## src/rtl/color_sequencer.sv

```systemverilog
// Purpose : NCH independent colour channels, each either holding a manually set colour or
//           auto-advancing through colour codes 1..2^CW-1 after a programmable dwell time.
// Latency : a command shows on color_out 2 rising edges after it is offered (transfer edge + APPLY edge).
// Backpressure: valid/ready. cmd_ready drops for the APPLY cycle after every transfer, so at most
//           one command is taken every 2 cycles.
// Ports   : clk, rst (async, active low); cmd_valid/cmd_ready handshake carrying cmd_ch, cmd_mode
//           (0 manual, 1 cycle), cmd_color (0 = keep), cmd_dwell (cycles per step minus one);
//           color_out (channel k at [k*CW +: CW]), cyc_mode (per-channel cycle flag).
// Option  : define COLOR_SEQ_CHG_FLAG_EN to add color_chg, a per-channel one-cycle pulse that is
//           high in the cycle color_out first shows a new value for that channel.
module color_sequencer #(
   parameter  int NCH = 4,
   parameter  int CW  = 2,
   parameter  int DW  = 8,
   localparam int CHW = (NCH > 1) ? $clog2(NCH) : 1
) (
   input  logic              clk,
   input  logic              rst,
   input  logic              cmd_valid,
   output logic              cmd_ready,
   input  logic [CHW-1:0]    cmd_ch,
   input  logic              cmd_mode,
   input  logic [CW-1:0]     cmd_color,
   input  logic [DW-1:0]     cmd_dwell,
   output logic [NCH*CW-1:0] color_out,
   output logic [NCH-1:0]    cyc_mode
`ifdef COLOR_SEQ_CHG_FLAG_EN
   ,
   output logic [NCH-1:0]    color_chg
`endif
);

   localparam logic [CW-1:0] CMAX = '1;

   typedef enum logic {S_IDLE = 1'b0, S_APPLY = 1'b1} state_t;

   state_t         state;
   state_t         state_nxt;
   logic           apply;

   logic [CHW-1:0] cap_ch;
   logic           cap_mode;
   logic [CW-1:0]  cap_color;
   logic [DW-1:0]  cap_dwell;

   // Handshake FSM: state register
   always_ff @(posedge clk or negedge rst) begin
      if (!rst) state <= S_IDLE;
      else      state <= state_nxt;
   end

   // Handshake FSM: next state. APPLY always lasts exactly one cycle.
   always_comb begin
      state_nxt = state;
      case (state)
         S_IDLE:  if (cmd_valid) state_nxt = S_APPLY;
         S_APPLY: state_nxt = S_IDLE;
         default: state_nxt = S_IDLE;
      endcase
   end

   // Handshake FSM: outputs
   always_comb begin
      cmd_ready = (state == S_IDLE);
      apply     = (state == S_APPLY);
   end

   // Command fields are sampled only on the transfer edge; inputs are ignored while busy.
   always_ff @(posedge clk or negedge rst) begin
      if (!rst) begin
         cap_ch    <= '0;
         cap_mode  <= 1'b0;
         cap_color <= '0;
         cap_dwell <= '0;
      end else if (cmd_valid && cmd_ready) begin
         cap_ch    <= cmd_ch;
         cap_mode  <= cmd_mode;
         cap_color <= cmd_color;
         cap_dwell <= cmd_dwell;
      end
   end

   for (genvar k = 0; k < NCH; k++) begin : g_ch
      logic [CW-1:0] color_q, color_d, color_adv;
      logic          mode_q, mode_d;
      logic [DW-1:0] cnt_q, cnt_d, dwell_q, dwell_d;
      logic          hit;

      // An out-of-range captured index matches no channel, so such a command is a no-op.
      assign hit       = apply && (cap_ch == CHW'(k));
      // Wrap from the top code back to 1 so that NP (0) is never produced while cycling.
      assign color_adv = (color_q == CMAX) ? CW'(1) : color_q + CW'(1);

      always_comb begin
         color_d = color_q;
         mode_d  = mode_q;
         cnt_d   = cnt_q;
         dwell_d = dwell_q;
         // A command write takes priority over a dwell expiry in the same cycle.
         if (hit) begin
            mode_d = cap_mode;
            cnt_d  = '0;
            if (cap_mode) begin
               dwell_d = cap_dwell;
               if (cap_color != '0)     color_d = cap_color;
               else if (color_q == '0)  color_d = CW'(1);
            end else if (cap_color != '0) begin
               color_d = cap_color;
            end
         end else if (mode_q) begin
            if (cnt_q == dwell_q) begin
               cnt_d   = '0;
               color_d = color_adv;
            end else begin
               cnt_d   = cnt_q + DW'(1);
            end
         end
      end

      always_ff @(posedge clk or negedge rst) begin
         if (!rst) begin
            color_q <= '0;
            mode_q  <= 1'b0;
            cnt_q   <= '0;
            dwell_q <= '0;
         end else begin
            color_q <= color_d;
            mode_q  <= mode_d;
            cnt_q   <= cnt_d;
            dwell_q <= dwell_d;
         end
      end

      assign color_out[k*CW +: CW] = color_q;
      assign cyc_mode[k]           = mode_q;

`ifdef COLOR_SEQ_CHG_FLAG_EN
      // Registered alongside color_q, so the pulse lines up with the new colour value.
      logic chg_q;
      always_ff @(posedge clk or negedge rst) begin
         if (!rst) chg_q <= 1'b0;
         else      chg_q <= (color_d != color_q);
      end
      assign color_chg[k] = chg_q;
`else
      // No change-flag state in this build.
`endif
   end

endmodule

```

## config.mk

```make
export PLATFORM = sky130hd
export DESIGN_NAME = color_sequencer
export DESIGN_NICKNAME = d
export VERILOG_FILES = /design/src/rtl/color_sequencer.sv
export SDC_FILE = /design/constraint.sdc
export NUM_CORES = 1
export LEC_CHECK = 0
export CAP_MARGIN = 20
export CELL_PAD_IN_SITES_DETAIL_PLACEMENT = 2
export CELL_PAD_IN_SITES_GLOBAL_PLACEMENT = 2
export CORE_MARGIN = 2
export CORE_UTILIZATION = 26
export DETAILED_ROUTE_END_ITERATION = 8
export HOLD_SLACK_MARGIN = 0.06
export PLACE_DENSITY = 0.63
export SYNTH_ARGS = -nofsm -noshare
export SYNTH_HDL_FRONTEND = slang
export SYNTH_SLANG_ARGS = --single-unit
```

## constraint.sdc

```tcl
create_clock -name clk -period 1.6 [get_ports clk]
set_clock_uncertainty 0.05 [all_clocks]
set_input_delay 0.48 -clock clk [delete_from_list [all_inputs] [get_ports clk]]
set_output_delay 0.48 -clock clk [all_outputs]
set_load 0.03 [all_outputs]
```

==> flow_metrics.tcl <==
set metrics [dict create \
    syn_nets 420 \
    grt_pass1_vias 3753 \
    relSlewSlack 0.716 \
    dp_cells 674 \
    syn_avg_cell_area_sq_um 11.3 \
    diodes 0 \
    grt_setup_unrepaired "true" \
    drt-total-wl_um 12600 \
    gr-usage-all-layers 0.146 \
    final_cell_mix "dfrtp_1, buf_4, mux2_2, xor2_1, nand2_1" \
    max_freq_mhz 570 \
    power.total_mw 9.70 \
    dr_total_vias 3247 \
    h-tree-depth 3 \
    whs_ns 0.440 \
    slew_viol_final 0 \
    fin_nets 513 \
    setup_viol 17 \
    start_util 0.267 \
    area_delta_synth_final_pct 35.5 \
    cts_tree "yes" \
    vias_per_cell 4.57 \
    finalCriticalPeriod_ns 1.75 \
    syn-cell-area_sq_mm 0.00444 \
    clk_path_buf_depth 2 \
    min_period_over_period 1.10 \
    antenna_found_initial 0 \
    core-area_sq_mm 0.0166 \
    synthCells 392 \
    synth_cell_type_count 39 \
    status "finished with violations" \
    io_buffers 28 \
    worstMarginPinSlew_ns 0.426 \
    gp_congestion 0.801 \
    worst_setup_path_end_kind "flop" \
    yosysSeqAreaShare 0.507 \
    hold_path.class "in2async" \
    cpLargestDelayFamily "simple AND/OR/NAND/NOR gates" \
    setup_slack_ns -0.155 \
    clk_pin_slew_ns 0.06 \
    critPathMaxStageDelay_ns 0.41 \
    final_common_cell "dfrtp_1" \
    path_depth 6 \
    finalHoldViolCount 0 \
    final_cells 710 \
    worst_ep_arrival_time_ns 1.94 \
    drive_gt1_frac 0.394 \
    post-place-ws_ns -0.288 \
    grt_max_degree 55 \
    dpl_cell_area_sq_mm 0.00533 \
    synth_seq_cells 90 \
    p_per_area_mw_per_mm2 1610 \
    die_area_sq_mm 0.0181 \
    leakagePower_nw 2.71 \
    row_count 47 \
    cap_violations 0 \
    dp_hpwl_um 8940 \
    drt_iter0_markers 54 \
    drc 0 \
    drtPass1Iterations 4 \
    die_w_um 135 \
    slowest_stage "dfrtp_1" \
    critPathRequiredTime_ns 1.78 \
    n_fill_cell 1744 \
    clock_sinks 90 \
    crit_chain "xor2_2, nor4_4, and4_4, buf_4, a21o_4, nor2_1" \
    startpoint_type "flop" \
    fin_tns_setup_ns -1.35 \
    r2r_cells 6 \
    clock_latency_ns 0.35 \
    design_area_sq_mm 0.00602 \
    clockRootBuffer "clkbuf_16" \
    grt_pass1_wl_um 20300 \
    final_util 0.361 \
    die_height_um 135 \
    postRouteAntennaNets 0 \
    violations "negative setup slack" \
    cts_buffers 9 \
    yosys_warnings 0 \
    crit_buf_inv 1 \
    path_max_fanout 6 \
    wl_per_cell_um 17.8 \
    worstSetupPathType "reg2reg" \
    overflow 0 \
    ioPinCount 29 \
    vdd_drop_max_mv 0.635 \
]
-- worst paths after layout --
check	startpoint	end	slack, ns
worst max register to register	g_ch[0].dwell_q[4]	g_ch[0].cnt_q[3]	-0.15
min in group clk	g_ch[3].dwell_q[4]	g_ch[3].dwell_q[4]	0.48
worst max-delay path	g_ch[0].dwell_q[4]	g_ch[0].cnt_q[3]	-0.15
worst min register to register	g_ch[3].dwell_q[4]	g_ch[3].dwell_q[4]	0.48
max in group asynchronous	rst	g_ch[2].mode_q	0.53
worst min-delay path	rst	g_ch[0].dwell_q[7]	0.44
-- worst reg2reg max path, delay by kind of cell (launching register included) --
family	cells	cell delay [ns]
xor+xnor	1	0.20
flops	1	0.41
buf+inv	1	0.11
compound gates	1	0.17
simple gates	3	0.70
-- power by group --
group	total, mW	internal [mW]	switching [mW]	leakage (nW)
Clock	2.27	1.37	0.900	0.148
Sequential	3.83	3.07	0.760	1.11
Combinational	3.60	1.81	1.79	1.45
Total	9.70	6.25	3.45	2.71
-- cell usage after synthesis, drive strengths merged --
master	instances	area (sq um)
or3	2	12.5
mux2	44	495
inv	12	45.0
xor2	34	298
nand3b	5	37.5
o2111ai	1	8.76
buf	12	81.3
a31oi	2	12.5
and3	5	32.5
nand2b	4	25.0
nand2	33	124
nand3	6	30.0
nor2b	1	6.26
a21boi	1	18.8
nand4	8	50.1
xnor2	22	193
o21ai	7	35.0
and4	1	8.76
nor3	4	20.0
mux2i	12	120
o31ai	1	7.51
clkbuf	5	21.3
ha	12	150
nor4	5	43.8
dfrtp	90	2250
a31o	2	17.5
a21oi	10	50.1
o2bb2ai	1	8.76
a211oi	5	37.5
and2	3	18.8
nor2	37	139
a21o	3	22.5
and3b	2	17.5
-- cell type report --
type | count | area [sq um] | area share
multi-input cells | 273 | 2270 | 0.377
inverters | 12 | 45.0 | 0.00749
clock inverters | 3 | 65.1 | 0.0108
well taps | 220 | 275 | 0.0458
clock buffers | 13 | 240 | 0.0399
repair buffers | 99 | 856 | 0.142
flip-flops and latches | 90 | 2260 | 0.376
-- metal layers --
metal,track usage,part of all wire
met1,0.191,0.45
met4,0.0573,0.016
met5,0,0
met3,0.0203,0.019
met2,0.244,0.51
-- what timing repair did --
item | in CTS | in global routing
hold buffers | 1 | 0
endpoints found under the setup margin | 57 | 53
pin swaps | 18 | 24
hold endpoints to repair | 6 | 0
setup buffers | 9 | 13
cloned | 1 | 0
gates resized for setup | 36 | 38
-- logic make-up (layout without fill, tap and decap cells) --
family | count (synthesis) | in the layout | share of synthesized area
flops | 90 | 90 | 0.507
compound gates | 33 | 33 | 0.0493
buf+inv | 29 | 127 | 0.0332
xor+xnor | 56 | 56 | 0.110
mux | 56 | 56 | 0.139
fa+ha+maj | 12 | 12 | 0.0338
simple gates | 116 | 116 | 0.127
-- state kept, by name, indices dropped and copies added, names as in the netlist --
register	count
apply	1
cap_ch	2
cap_color	2
cap_dwell	8
cap_mode	1
g_ch.cnt_q	32
g_ch.color_q	8
g_ch.dwell_q	32
g_ch.mode_q	4
(Power assumes the default switching activity.)
